==> src/rtl/rosc_toggle_meter_if.sv <==
// Control and result bundle of the ring-oscillator toggle meter.
// The slave side is the meter; the master side is the health-test consumer.
interface rosc_toggle_meter_if #(
  parameter int CNT_W = 16
);
  logic             start;
  logic [31:0]      window;
  logic             busy;
  logic             count_valid;
  logic             count_ready;
  logic [CNT_W-1:0] count;
  logic             overflow;

  modport master (
    output start, window, count_ready,
    input  busy, count_valid, count, overflow
  );

  modport slave (
    input  start, window, count_ready,
    output busy, count_valid, count, overflow
  );
endinterface

==> src/rtl/rosc_toggle_meter.sv <==
// Counts din toggles over a window of enb cycles; result valid window+1 cycles after start (enb held high).
// Result is held in HOLD until count_ready; a start in the handshake cycle re-arms without passing through IDLE.
module rosc_toggle_meter #(
  parameter int CNT_W       = 16,
  parameter int SYNC_STAGES = 2
) (
  input  logic clk,
  input  logic rst_n,
  input  logic enb,
  input  logic din,
  rosc_toggle_meter_if.slave mtr
);

  typedef enum logic [1:0] {
    IDLE    = 2'd0,
    MEASURE = 2'd1,
    HOLD    = 2'd2
  } state_t;

  localparam logic [CNT_W-1:0] CNT_MAX = '1;

  state_t                 state_q, state_d;
  logic [SYNC_STAGES-1:0] sync_q;
  logic                   ds;
  logic                   prev_q, prev_d;
  logic [31:0]            remaining_q, remaining_d;
  logic [CNT_W-1:0]       count_q, count_d;
  logic                   ovf_q, ovf_d;
  logic                   arm;

  // din is asynchronous to clk, so it passes a plain flop chain before any use
  always_ff @(posedge clk or negedge rst_n) begin
    if (!rst_n) begin
      sync_q <= '0;
    end else begin
      sync_q <= {sync_q[SYNC_STAGES-2:0], din};
    end
  end

  assign ds = sync_q[SYNC_STAGES-1];

  always_ff @(posedge clk or negedge rst_n) begin
    if (!rst_n) begin
      state_q     <= IDLE;
      prev_q      <= 1'b0;
      remaining_q <= '0;
      count_q     <= '0;
      ovf_q       <= 1'b0;
    end else begin
      state_q     <= state_d;
      prev_q      <= prev_d;
      remaining_q <= remaining_d;
      count_q     <= count_d;
      ovf_q       <= ovf_d;
    end
  end

  always_comb begin
    state_d     = state_q;
    prev_d      = prev_q;
    remaining_d = remaining_q;
    count_d     = count_q;
    ovf_d       = ovf_q;
    arm         = mtr.start && (mtr.window != 32'd0);

    case (state_q)
      IDLE: begin
        if (arm) begin
          remaining_d = mtr.window;
          prev_d      = ds;
          count_d     = '0;
          ovf_d       = 1'b0;
          state_d     = MEASURE;
        end
      end

      MEASURE: begin
        if (enb) begin
          prev_d      = ds;
          remaining_d = remaining_q - 32'd1;
          if (ds != prev_q) begin
            if (count_q == CNT_MAX) begin
              ovf_d = 1'b1;
            end else begin
              count_d = count_q + 1'b1;
            end
          end
          if (remaining_q == 32'd1) begin
            state_d = HOLD;
          end
        end
      end

      HOLD: begin
        if (mtr.count_ready) begin
          if (arm) begin
            remaining_d = mtr.window;
            prev_d      = ds;
            count_d     = '0;
            ovf_d       = 1'b0;
            state_d     = MEASURE;
          end else begin
            state_d = IDLE;
          end
        end
      end

      default: begin
        state_d = IDLE;
      end
    endcase
  end

  assign mtr.busy        = (state_q == MEASURE);
  assign mtr.count_valid = (state_q == HOLD);
  assign mtr.count       = count_q;
  assign mtr.overflow    = ovf_q;

endmodule

==> src/flat_wrapper.sv <==
// flat-port wrapper written by rule: the top's interface ports become plain ports
module rosc_toggle_meter_flat 
#(
  parameter int CNT_W       = 16,
  parameter int SYNC_STAGES = 2
)
  (clk, rst_n, enb, din, mtr_start, mtr_window, mtr_count_ready, mtr_busy, mtr_count_valid, mtr_count, mtr_overflow);
  rosc_toggle_meter_if #(.CNT_W(CNT_W)) mtr_i ();
  input  logic clk;
  input  logic rst_n;
  input  logic enb;
  input  logic din;
  input wire logic [$bits(mtr_i.start)-1:0] mtr_start;
  input wire logic [$bits(mtr_i.window)-1:0] mtr_window;
  input wire logic [$bits(mtr_i.count_ready)-1:0] mtr_count_ready;
  output wire logic [$bits(mtr_i.busy)-1:0] mtr_busy;
  output wire logic [$bits(mtr_i.count_valid)-1:0] mtr_count_valid;
  output wire logic [$bits(mtr_i.count)-1:0] mtr_count;
  output wire logic [$bits(mtr_i.overflow)-1:0] mtr_overflow;
  assign mtr_i.start = mtr_start;
  assign mtr_i.window = mtr_window;
  assign mtr_i.count_ready = mtr_count_ready;
  assign mtr_busy = mtr_i.busy;
  assign mtr_count_valid = mtr_i.count_valid;
  assign mtr_count = mtr_i.count;
  assign mtr_overflow = mtr_i.overflow;
  rosc_toggle_meter #(.CNT_W(CNT_W), .SYNC_STAGES(SYNC_STAGES)) u_core (.clk(clk), .rst_n(rst_n), .enb(enb), .din(din), .mtr(mtr_i));
endmodule
==> config.mk <==
export PLATFORM = sky130hd
export DESIGN_NAME = rosc_toggle_meter_flat
export DESIGN_NICKNAME = d
export VERILOG_FILES = /design/src/rtl/rosc_toggle_meter_if.sv /design/src/rtl/rosc_toggle_meter.sv /design/src/flat_wrapper.sv
export SDC_FILE = /design/constraint.sdc
export NUM_CORES = 1
export LEC_CHECK = 0
export ABC_AREA = 1
export ABC_CLOCK_PERIOD_IN_PS = 2000
export BUFFER_PORTS_ARGS = -buffer_cell sky130_fd_sc_hd__buf_2
export CORE_ASPECT_RATIO = 1.75
export CORE_UTILIZATION = 24
export DETAILED_ROUTE_END_ITERATION = 10
export PLACE_DENSITY = 0.43
export SYNTH_ARGS = -nofsm -noshare
export SYNTH_HDL_FRONTEND = slang
export SYNTH_SLANG_ARGS = --single-unit
==> constraint.sdc <==
create_clock -name clk -period 2 [get_ports clk]
set_clock_uncertainty 0.1 [all_clocks]
set_input_delay 0.1 -clock clk [delete_from_list [all_inputs] [get_ports clk]]
set_output_delay 0.1 -clock clk [all_outputs]
set_load 0.02 [all_outputs]
== After elaboration in Yosys (flattened, before gate mapping) ==
Index checks and enable logic that the tools add are counted.

* Register bits: 54
* Bits of input ports: 38

* Reductions and logical operators: 8
* Add/sub/neg operators: 2
* Mux-type cells: 26
* Equality and inequality tests: 12

{| class="wikitable"
|+ Operator list
! operator !! count
|-
| $mux 32 || 3
|-
| $pmux 32 s3 || 1
|-
| $mux 16 || 5
|-
| $pmux 16 s3 || 1
|-
| $eq 32x1->1 const B || 1
|-
| $reduce_bool 32->1 || 1
|-
| $sub 32x1->32 const B || 1
|-
| $add 16x1->16 const B || 1
|-
| $eq 16x16->1 const B || 1
|-
| $reduce_and 5->1 || 2
|-
| $mux 1 || 9
|-
| $mux 2 || 4
|-
| $ne 2x1->1 const B || 4
|-
| $ne 2x2->1 const B || 3
|-
| $pmux 1 s3 || 2
|-
| $pmux 2 s3 || 1
|-
| $reduce_and 4->1 || 1
|-
| $reduce_and 3->1 || 1
|-
| $reduce_bool 3->1 || 1
|-
| $eq 2x1->1 const B || 1
|-
| $eq 2x2->1 const B || 1
|-
| $logic_not 2->1 || 1
|-
| $logic_and 1x1->1 || 1
|-
| $ne 1x1->1 || 1
|}

== Depth between registers and ports, before layout ==
Gate-level depths: netlist of run 1.

* Depth in word-level cells: 5
* Depth in mapped cells: 13

== Worst setup path after synthesis of run 1 ==
OpenSTA, ideal clock, no wires.

* Kind: register -> register
* Start point: register u_core.count_q[0], in the netlist u_core.mtr.count[0]
* End point: register u_core.count_q[11], in the netlist u_core.mtr.count[11]
* Required time: 1.826 ns
* Cell stages (with the launch flop): 13
* Slack: 0.094 ns
* Path buffers: 1
* Data arrival time: 1.732 ns
* Cell sequence: dfrtp_1 > ha_1 > nand2_2 > nor2_4 > nand2_4 > nor2_4 > nand2_2 > nor2_4 > nor2_4 > nand2_8 > buf_12 > nand2_2 > o21ai_2

* Word-level cells in the longest chain between the ends: 5
* Elaborated cells between the ends (all ways): 8
* Classes of those cells: add/sub: 1; eq/ne: 2; mux: 4; reduce/logical: 1

{| class="wikitable"
|+ RTL lines
! element !! line !! RTL
|-
| start, declared || rosc_toggle_meter.sv:27 || <nowiki>logic [CNT_W-1:0] count_q, count_d;</nowiki>
|-
| start signal, assigned || rosc_toggle_meter.sv:53 || <nowiki>count_q <= count_d;</nowiki>
|-
| $add 16x1->16 || rosc_toggle_meter.sv:85 || <nowiki>count_d = count_q + 1'b1;</nowiki>
|-
| $mux 16 || rosc_toggle_meter.sv:82 || <nowiki>if (count_q == CNT_MAX) begin</nowiki>
|-
| $mux 16 || rosc_toggle_meter.sv:81 || <nowiki>if (ds != prev_q) begin</nowiki>
|-
| $mux 16 || rosc_toggle_meter.sv:78 || <nowiki>if (enb) begin</nowiki>
|-
| $pmux 16 s3 || rosc_toggle_meter.sv:66 || <nowiki>case (state_q)</nowiki>
|}

Several ways; a longest one is shown, not always the timed one. The select of a mux whose other input is x is not followed.
A chain may end at the register's enable or synchronous reset.

== Final worst setup path of run 1 ==
* Start point: register u_core.remaining_q[3]
* End point: register u_core.remaining_q[22]

* Word-level cells in the longest chain between the ends: 3

{| class="wikitable"
|+ RTL lines
! element !! line !! RTL
|-
| start, declared || rosc_toggle_meter.sv:26 || <nowiki>logic [31:0] remaining_q, remaining_d;</nowiki>
|-
| start signal, assigned || rosc_toggle_meter.sv:52 || <nowiki>remaining_q <= remaining_d;</nowiki>
|-
| $sub 32x1->32 || rosc_toggle_meter.sv:80 || <nowiki>remaining_d = remaining_q - 32'd1;</nowiki>
|-
| $mux 32 || rosc_toggle_meter.sv:78 ||
|-
| $pmux 32 s3 || rosc_toggle_meter.sv:66 ||
|}

Every way passes these cells. The select of a mux whose other input is x is not followed.

==> out/metrics.yaml, run 1 <==
clock_tree:
  insertion_delay_ps: 300
  cts_tree: "yes"
  cts_setup_buffers: 0
  cts_made_buffers: 5
  max-clock-path-buffers: 2
  h-tree-depth: 2
  cts_root_buffer: "clkbuf_16"
  clk_pin_slew_worst_paths_ps: 70
  clkSinkCount: 54
setup_path:
  worstSetupPathType: "reg2reg"
  critical_path_required_ps: 2090
  start_kind: "flop"
  cp-end-kind: "flop"
  crit_arrival_ps: 1950
  critical_path.max_fanout: 4
  reg2reg_depth: 10
synth:
  yosysWarningCount: 0
  post_synth_inst_count: 641
  synth-seq-cells: 54
  ys_async_sr_fraction_pct: 100.0
  synth.yosys.seq_area_share_pct: 33.35
  ys.flop_type: "dfrtp_1"
  synth-edff-count: 0
  netlist_area_um2: 4051
  syn-num-nets: 682
  synth.avg_cell_area_um2: 6.320
  synth_cell_types: 33
sta:
  worst_slack_ps: 137.0
  relSlewSlack_pct: 67.69
  maxSlewViolCount: 0
  fmaxAchievable_ghz: 0.5368
  tightest_slew_ps: 484.1
  rsz0062_at_grt: "true"
  fin_crit_sh_pct: 93.15
  setup_viol: 0
  finalCriticalPeriod_ps: 1863
  tns_ps: 0
  hold_slack_ps: 11.68
  hold_viol: 0
layout:
  nets: 749
  layout_common_cells: "nand2_1, nor2_1, buf_2"
  area.growth.synth_to_final_pct: 20.07
  drive_gt1_share_pct: 19.32
  antenna_cells: 0
  fillers: 1899
  mostFrequentLayoutCell: "nand2_1"
floorplan:
  design.core.area_um2: 16450
  io_pins: 57
  rows: 62
  dieArea_um2: 17420
  die_height_um: 173.9
  initial_utilization_pct: 24.63
  dieWidth_um: 100.2
run:
  cap_violations: 0
routing:
  wl_um: 13240
  routed-via-count: 4170
  drt-initial-drc-count: 177
  firstDrtPassIters: 4
  drcViolationCount: 0
  wire_per_inst_um: 14.19
  ant_nets: 0
  vias_per_cell: 4.469
hold_path:
  hold_depth: 5
  hp-class: "in2reg"
placed_design:
  post-dp-hpwl_um: 10360
  numPortBuffers: 56
  place_ws_ps: -87.92
  gp_congestion: 0.9123
global_routing:
  grt_use_met2_pct: 31.62
  antenna_found_initial: 0
  overflow: 0
  gr-usage-met1_pct: 16.01
  grt_pass1_vias: 4388
  grt_pass1_wl_um: 21890
  grt_max_degree: 31
  use_met3_pct: 1.694
  track_usage_pct: 16.20
  grt-busiest-layer: "met2"
run_status:
  outcome: "finished, final reports clean"
power:
  vdd_drop_max_mv: 0.4253
  power_density_nw_per_um2: 1200
  p_leak_nw: 2.453
## sequential cells by signal, indices dropped and copies added, names as in the netlist
signal and cells:
u_core.prev_q 1, u_core.mtr.overflow 1, u_core.remaining_q 32, u_core.sync_q 2
u_core.state_q 2, u_core.mtr.count 16
## per-layer routing
metal,up-vias,share of wire (%)
li1,2139,-
met3,24,3.5
met5,-,0
met2,101,55
met1,1906,36
met4,0,5.4
## stage by stage
stage	total power, mW	std cells	utilization (%)	instance area [µm²]
2_1_floorplan	3.898	641	-	4051
5_1_grt	6.404	933	29.58	4865
3_5_place_dp	4.724	922	28.07	4617
4_1_cts	5.798	933	29.30	4818
3_3_place_gp	4.710	922	28.07	4617
6_report	5.836	933	29.58	4865
## cells by family after synthesis
logic type                 synth area share [%]
DFF                                       33.35
adders and majority gates                0.9266
and+or+nand+nor                           47.41
muxes                                    0.4942
xor gates and xnor gates                  1.297
buffers and inverters                     8.122
AOI/OAI and AO/OA                         8.400
## worst paths after layout
check	startpoint	end	slack, ps
max in group asynchronous	rst_n	u_core.remaining_q[31]	940
max	u_core.remaining_q[3]	u_core.remaining_q[22]	140
max reg2reg	u_core.remaining_q[3]	u_core.remaining_q[22]	140
min in group asynchronous	rst_n	u_core.sync_q[0]	170
min reg2reg	u_core.sync_q[0]	u_core.sync_q[1]	260
min	mtr_window[10]	u_core.remaining_q[10]	10
## synth_stat cells, types with 2 or more instances
cell type	n	area share [%]
o21bai_1	6	1.1
nor3_1	4	0.49
and2_1	3	0.46
inv_2	2	0.19
xor2_1	3	0.65
nand3_1	50	6.2
o21ai_0	22	2.7
nand4_1	10	1.5
nand2_2	14	2.2
o21ai_2	15	3.2
xnor2_1	3	0.65
mux2i_1	2	0.49
inv_1	51	4.7
a21boi_0	2	0.37
a21oi_1	3	0.37
buf_12	3	1.5
nor2_4	4	1.1
or2_2	5	0.77
ha_1	3	0.93
clkbuf_1	7	0.65
buf_2	5	0.62
nand2_1	261	24
nor3b_1	2	0.37
nor2_1	99	9.2
dfrtp_1	54	33
## area by class of cell
class                   instances  area, µm²  share of cell area (%)
flip-flops and latches         54       1351                   27.78
clock buffers                   6      128.9                   2.649
repair buffers                 77      445.4                   9.156
inverters                      53      200.2                   4.115
clock inverters                 2      37.54                  0.7716
multi-input cells             517       2421                   49.77
well taps                     224      280.3                   5.761
## repair_timing
item                                    4_1_cts  5_1_grt
gates cloned                                  0        0
resized for setup                             2       15
endpoints found under the hold margin        18        0
endpoints found under the setup margin        4       24
hold buffers                                  3        0
## power breakdown
| part | leakage [nW] | switching, mW | internal, mW |
|---|---|---|---|
| logic | 1.67 | 1.92 | 1.02 |
| registers | 0.702 | 0.435 | 1.43 |
| clock network | 0.0771 | 0.433 | 0.593 |
| total | 2.45 | 2.79 | 3.05 |
## critical path, cell delays in order (launching register included)
cell and delay [ps]:
dfrtp_1 440, nor2_2 220, nand2_1 140, nor2_4 160, nand2_1 150, inv_1 130
nand3_1 80, nand3_1 150, nand2_1 70, nand2_1 60, nand2_1 60
Note: power is estimated with default switching activity, not from simulation.
==> inputs of run 2 (changes only) <==
--- a/config.mk
+++ b/config.mk
@@ -12,6 +12,7 @@
 export CORE_UTILIZATION = 24
 export DETAILED_ROUTE_END_ITERATION = 10
 export PLACE_DENSITY = 0.43
+export SETUP_SLACK_MARGIN = 0.2
 export SYNTH_ARGS = -nofsm -noshare
 export SYNTH_HDL_FRONTEND = slang
 export SYNTH_SLANG_ARGS = --single-unit
==> run 2 against run 1 <==
Against the previous run:
- clock power shrank 8%
- first-iteration DRC count shrank 21%
- final cell count is 3.0% higher
- count of clock-buffer cells in the layout unchanged
- combinational power is 20% higher
- sequential share of layout area is 2.1 points lower
- core utilization increased by 2.8 points
- sequential cell count is the same
==> out/metrics.yaml, run 2 (synthesis gave the netlist of run 1 again) <==
run_status:
  outcome: "finished, final reports clean"  # unchanged
layout:
  nets: 777  # was 749
  area.growth.synth_to_final_pct: 31.35  # was 20.07%
  antenna_cells: 0  # unchanged
  layout_common_cells: "nand2_1, nor2_1, buf_2"  # unchanged
  largest_register_ffs: 32  # unchanged
  fillers: 1887  # was 1,899
  mostFrequentLayoutCell: "nand2_1"  # unchanged
  drive_gt1_share_pct: 29.31  # was 19.32%
  regMostFlops: "u_core.remaining_q"  # unchanged
  multiInputGateArea_um2: 2650  # was 2421 µm²
  seqCellArea_um2: 1366  # was 1351 µm²
sta:
  setup_viol: 0  # unchanged
  hold_slack_ps: 1.316  # was 11.68 ps
  tightest_slew_ps: 518.8  # was 484.1 ps
  finalCriticalPeriod_ps: 1761  # was 1863 ps
  fin_crit_sh_pct: 88.03  # was 93.15%
  relSlewSlack_pct: 65.41  # was 67.69%
  tns_ps: 0  # unchanged
  maxSlewViolCount: 0  # unchanged
  fmaxAchievable_ghz: 0.5680  # was 0.5368 GHz
  rsz0062_at_grt: "true"  # unchanged
  hold_viol: 0  # unchanged
  worst_slack_ps: 239.4  # was 137.0 ps
routing:
  drcViolationCount: 0  # unchanged
  firstDrtPassIters: 4  # unchanged
  wire_per_inst_um: 14.69  # was 14.19 µm
  drt-initial-drc-count: 139  # was 177
  wl_um: 14120  # was 13,240 µm
  routed-via-count: 4314  # was 4,170
  route.met3.wl_um: 320  # was 466 µm
  m1WireLength_um: 5252  # was 4831 µm
  vias_per_cell: 4.489  # was 4.469
  highest_layer: "met4"  # unchanged
  ant_nets: 0  # unchanged
  route.met2.wl_um: 7844  # was 7228 µm
global_routing:
  antenna_found_initial: 0  # unchanged
  grt_pass1_wl_um: 21850  # was 21,890 µm
  grt_pass1_vias: 4221  # was 4,388
  overflow: 0  # unchanged
  track_usage_pct: 16.45  # was 16.20%
  grt_max_degree: 45  # was 31
floorplan:
  initial_utilization_pct: 24.63  # unchanged
  dieWidth_um: 100.2  # unchanged
  die_height_um: 173.9  # unchanged
  rows: 62  # unchanged
  io_pins: 57  # unchanged
  dieArea_um2: 17420  # unchanged
  design.core.area_um2: 16450  # unchanged
setup_path:
  crit_arrival_ps: 1850  # was 1950 ps
  critical_path_required_ps: 2090  # about the same
  worstSetupPathType: "reg2reg"  # unchanged
  critical_path.max_fanout: 7  # was 4
  cp-end-kind: "flop"  # unchanged
  start_kind: "flop"  # unchanged
clock_tree:
  cts_made_buffers: 5  # unchanged
  max-clock-path-buffers: 2  # unchanged
  clkSinkCount: 54  # unchanged
  h-tree-depth: 2  # unchanged
  cts_tree: "yes"  # unchanged
  clk_pin_slew_worst_paths_ps: 80  # was 70 ps
  cts_root_buffer: "clkbuf_16"  # unchanged
  insertion_delay_ps: 300  # about the same
power:
  switchingPower_mw: 3.113  # was 2.786 mW
  power_density_nw_per_um2: 1205  # was 1200 nW/µm²
  power_frac_comb_pct: 55.0  # was 50.4%
  power_frac_clock_pct: 14.8  # was 17.6%
  p_leak_nw: 2.629  # was 2.453 nW
  vdd_drop_max_mv: 0.4013  # was 0.4253 mV
  internal_power_mw: 3.302  # was 3.050 mW
  pwr-share-seq_pct: 30.2  # was 32.0%
  swShare_pct: 48.52  # was 47.74%
placed_design:
  place_ws_ps: 52.25  # was -87.92 ps
  gp_congestion: 0.8566  # was 0.9123
  post-dp-hpwl_um: 10450  # was 10,360 µm
  numPortBuffers: 56  # unchanged
run:
  cap_violations: 0  # unchanged
hold_path:
  hp-class: "in2reg"  # unchanged
-- run 2: cell types whose count changed in the layout (fill, tap and decap cells not counted), moves of 9 or more --
| cell | delta |
|---|---|
| dfrtp_1 | -12 |
| buf_4 | +19 |
| nand2_1 | -13 |
| dfrtp_2 | +12 |
| nor2_1 | -17 |
| nor2_2 | +9 |
-- run 2: worst max-delay path, cell delays in order (launching register included) --
cell and delay, ps:
dfrtp_2 410, ha_4 150, nand2_4 50, nor2_4 140
nand2_4 80, nor2_4 120, nand2_2 70, nor2_4 120
nor2_4 50, buf_12 150, nand2_4 150, o21ai_2 60
-- run 2: per-layer routing --
layer | global-route usage (%) | up-vias
met2 | 32.39 | 97
met4 | 7.971 | 0
met5 | 0 | -
met1 | 16.61 | 1981
li1 | - | 2202
met3 | 1.573 | 34
-- run 2: repair_timing --
action,in CTS,in global routing
setup buffers,11,9
setup endpoints to repair,29,44
pin swaps,8,14
cloned,2,1
hold buffers,4,0
gates resized for setup,11,79
endpoints found under the hold margin,21,0
-- run 2: cell type report --
type / count / share of cell area [%]
Clock inverter: 2 / 0.2351
Timing Repair Buffer: 102 / 12.63
Inverter: 53 / 3.786
Tap cell: 224 / 5.267
Multi-Input combinational cell: 520 / 49.80
Clock buffer: 6 / 2.610
Sequential cell: 54 / 25.68
-- run 2: final timing paths --
| path | startpoint | end | slack, ps | cells past startpoint |
|---|---|---|---|---|
| max reg2reg | u_core.mtr.count[0] | u_core.mtr.count[6] | 240 | 11 |
| min in group asynchronous | rst_n | u_core.remaining_q[0] | 200 | 2 |
| max in group asynchronous | rst_n | u_core.remaining_q[3] | 870 | 3 |
| min reg2reg | u_core.sync_q[0] | u_core.sync_q[1] | 260 | 0 |
| max | u_core.mtr.count[0] | u_core.mtr.count[6] | 240 | 11 |
| min | mtr_window[6] | u_core.remaining_q[6] | 1 | 5 |
-- run 2: power by group through the flow --
stage / clock, mW / sequential (mW) / combinational (mW)
after global routing: 1.01 / 2.00 / 3.96
after detailed placement: 0 / 1.91 / 2.88
final: 0.949 / 1.94 / 3.53
after floorplan: 0 / 1.83 / 2.09
after global placement: 0 / 1.91 / 2.87
after CTS: 0.978 / 1.88 / 3.12
-- run 2: through the flow --
stage | cells | cell area (µm²) | power, mW | utilization, %
final | 961 | 5321 | 6.415 | 32.36
after global routing | 961 | 5321 | 6.966 | 32.36
after CTS | 951 | 5017 | 5.976 | 30.51
after detailed placement | 926 | 4674 | 4.792 | 28.42
after global placement | 926 | 4674 | 4.777 | 28.42
after floorplan | 641 | 4066 | 3.918 | -
==> inputs of run 3 (changes only) <==
--- a/config.mk
+++ b/config.mk
@@ -7,9 +7,10 @@
 export LEC_CHECK = 0
 export ABC_AREA = 1
 export ABC_CLOCK_PERIOD_IN_PS = 2000
-export BUFFER_PORTS_ARGS = -buffer_cell sky130_fd_sc_hd__buf_2
+export BUFFER_PORTS_ARGS = -buffer_cell sky130_fd_sc_hd__buf_4
 export CORE_ASPECT_RATIO = 1.75
 export CORE_UTILIZATION = 24
+export CTS_BUF_LIST = sky130_fd_sc_hd__clkbuf_4
 export DETAILED_ROUTE_END_ITERATION = 10
 export PLACE_DENSITY = 0.43
 export SETUP_SLACK_MARGIN = 0.2
==> run 3 against run 2 <==
Against the previous run:
- die area is the same
- register-to-register slack lost 20 ps
- sequential cell count unchanged
- critical path type unchanged
- power down 2.3%
- sequential share of layout area down 1.8 points
==> out/metrics.yaml, run 3 (synthesis gave the netlist of run 1 again) <==
placed_design:
  placedCellCount: 925  # was 926
  numPortBuffers: 56  # unchanged
  place_ws_ps: 48.99  # was 52.25 ps
  gp_congestion: 0.8787  # was 0.8566
  post-dp-hpwl_um: 10380  # was 10,450 µm
sta:
  relSlewSlack_pct: 48.60  # was 65.41%
  hold_viol: 0  # unchanged
  rsz0062_at_grt: "true"  # unchanged
  setup_viol: 0  # unchanged
  fmaxAchievable_ghz: 0.5626  # was 0.5680 GHz
  tightest_slew_ps: 771.0  # was 518.8 ps
  worst_slack_ps: 222.5  # was 239.4 ps
  fin_crit_sh_pct: 88.88  # was 88.03%
  tns_ps: 0  # unchanged
  maxSlewViolCount: 0  # unchanged
  finalCriticalPeriod_ps: 1778  # was 1761 ps
setup_path:
  cp-endpoint: "u_core.mtr.count[12]"  # was u_core.mtr.count[6]
  start_kind: "flop"  # unchanged
  critical_path.max_fanout: 15  # was 7
  worstSetupPathType: "reg2reg"  # unchanged
  r2r_slack_ps: 220  # was 240 ps
  crit_arrival_ps: 2040  # was 1850 ps
  timing.rr.end: "u_core.mtr.count[12]"  # was u_core.mtr.count[6]
  startpoint: "u_core.mtr.count[1]"  # was u_core.mtr.count[0]
  rr_startpoint: "u_core.mtr.count[1]"  # was u_core.mtr.count[0]
  cp-end-kind: "flop"  # unchanged
  critical_path_required_ps: 2270  # was 2090 ps
  reg2reg_depth: 12  # was 11
power:
  internal_power_mw: 3.179  # was 3.302 mW
  pwr-share-seq_pct: 30.6  # was 30.2%
  power_density_nw_per_um2: 1097  # was 1205 nW/µm²
  power_frac_clock_pct: 11.1  # was 14.8%
  swShare_pct: 49.30  # was 48.52%
  vdd_drop_max_mv: 0.3607  # was 0.4013 mV
  p_leak_nw: 2.782  # was 2.629 nW
  switchingPower_mw: 3.090  # was 3.113 mW
  power_frac_comb_pct: 58.3  # was 55.0%
layout:
  finalNonFillerCells: 993  # was 961
  largest_register_ffs: 32  # unchanged
  mostFrequentLayoutCell: "nand2_1"  # unchanged
  area.growth.synth_to_final_pct: 41.04  # was 31.35%
  drive_gt1_share_pct: 26.56  # was 29.31%
  regMostFlops: "u_core.remaining_q"  # unchanged
  nets: 808  # was 777
  layout_common_cells: "nand2_1, buf_4, nor2_1"  # was nand2_1, nor2_1, buf_2
clock_tree:
  clkSinkCount: 54  # unchanged
  max-clock-path-buffers: 2  # unchanged
  clk_pin_slew_worst_paths_ps: 190  # was 80 ps
  h-tree-depth: 2  # unchanged
  cts_tree: "yes"  # unchanged
  insertion_delay_ps: 410  # was 300 ps
  cts_root_buffer: "clkbuf_4"  # was clkbuf_16
  cts_made_buffers: 5  # unchanged
floorplan:
  rows: 62  # unchanged
  io_pins: 57  # unchanged
  dieWidth_um: 100.2  # unchanged
  initial_utilization_pct: 24.63  # unchanged
  dieArea_um2: 17420  # unchanged
  design.core.area_um2: 16450  # unchanged
  die_height_um: 173.9  # unchanged
routing:
  vias_per_cell: 4.483  # was 4.489
  drt-initial-drc-count: 173  # was 139
  routed-via-count: 4452  # was 4,314
  wl_um: 14710  # was 14,120 µm
  drcViolationCount: 0  # unchanged
  firstDrtPassIters: 6  # was 4
  ant_nets: 0  # unchanged
  wire_per_inst_um: 14.81  # was 14.69 µm
global_routing:
  grt_max_degree: 55  # was 45
  grt_pass1_wl_um: 22840  # was 21,850 µm
  use_met3_pct: 1.815  # was 1.573%
  gr-usage-met1_pct: 17.05  # was 16.61%
  grt-busiest-layer: "met2"  # unchanged
  overflow: 0  # unchanged
  grt_pass1_vias: 4389  # was 4,221
  antenna_found_initial: 1  # was 0
  track_usage_pct: 17.17  # was 16.45%
  grt_use_met2_pct: 33.88  # was 32.39%
run_status:
  outcome: "finished, final reports clean"  # unchanged
run:
  cap_violations: 0  # unchanged
hold_path:
  hp-class: "in2async"  # was in2reg
## run 3: layer usage
metal / vias to the layer above / wire, µm
li1: 2264 / -
met1: 2065 / 5282
met2: 93 / 8395
met3: 30 / 404
met4: 0 / 627
met5: - / 0
## run 3: repair_timing
item                       in CTS  in global routing
setup endpoints to repair      29                 51
gates cloned                    3                  1
setup buffers                   9                  9
hold buffers                   37                  0
hold endpoints to repair       90                  0
pin swaps                       4                  9
resized for setup              12                 63
## run 3: power groups by stage
stage / Sequential, mW / Clock (mW) / Combinational (mW)
6_report: 1.92 / 0.695 / 3.66
5_1_grt: 1.98 / 0.742 / 4.10
4_1_cts: 1.88 / 0.722 / 3.27
3_5_place_dp: 1.89 / 0 / 2.98
3_3_place_gp: 1.89 / 0 / 2.97
2_1_floorplan: 1.83 / 0 / 2.09
## run 3: stage by stage
stage / instance area (µm²) / hold WS, ps / power [mW] / utilization [%]
after floorplan: 4066 / -295.6 / 3.918 / -
after global placement: 4820 / 117.0 / 4.857 / 29.31
after detailed placement: 4820 / 115.3 / 4.871 / 29.31
after CTS: 5441 / 199.4 / 5.871 / 33.09
after global routing: 5714 / 237.4 / 6.825 / 34.75
final: 5714 / 179.3 / 6.269 / 34.75
## run 3: worst min-delay path by stage
stage,startpoint,to,slack [ps],cells past startpoint
CTS,rst_n,u_core.mtr.count[12],200,2
detailed placement,din,u_core.sync_q[0],120,1
finish,rst_n,u_core.mtr.count[7],180,2
global placement,din,u_core.sync_q[0],120,1
global route,rst_n,u_core.mtr.count[12],240,2
floorplan,rst_n,u_core.mtr.count[0],-300,0
## run 3: critical path: stages, from the launching register on
cell and delay, ps:
dfrtp_2 450, ha_4 160, nand2_4 50, nor2_4 130, nand2_4 70, nor2_4 100
nand2_2 70, nor2_4 140, nor2_4 50, buf_12 140, nand2_8 150, nand2_2 70
o21ai_2 50
## run 3: layout make-up
cell class | instances | area (µm²)
Antenna cell | 1 | 2.502
Clock buffer | 6 | 45.04
Clock inverter | 2 | 37.54
Fill cell | 1863 | 10730
Inverter | 53 | 203.9
Multi-Input combinational cell | 519 | 2595
Sequential cell | 54 | 1364
Tap cell | 224 | 280.3
Timing Repair Buffer | 134 | 1186
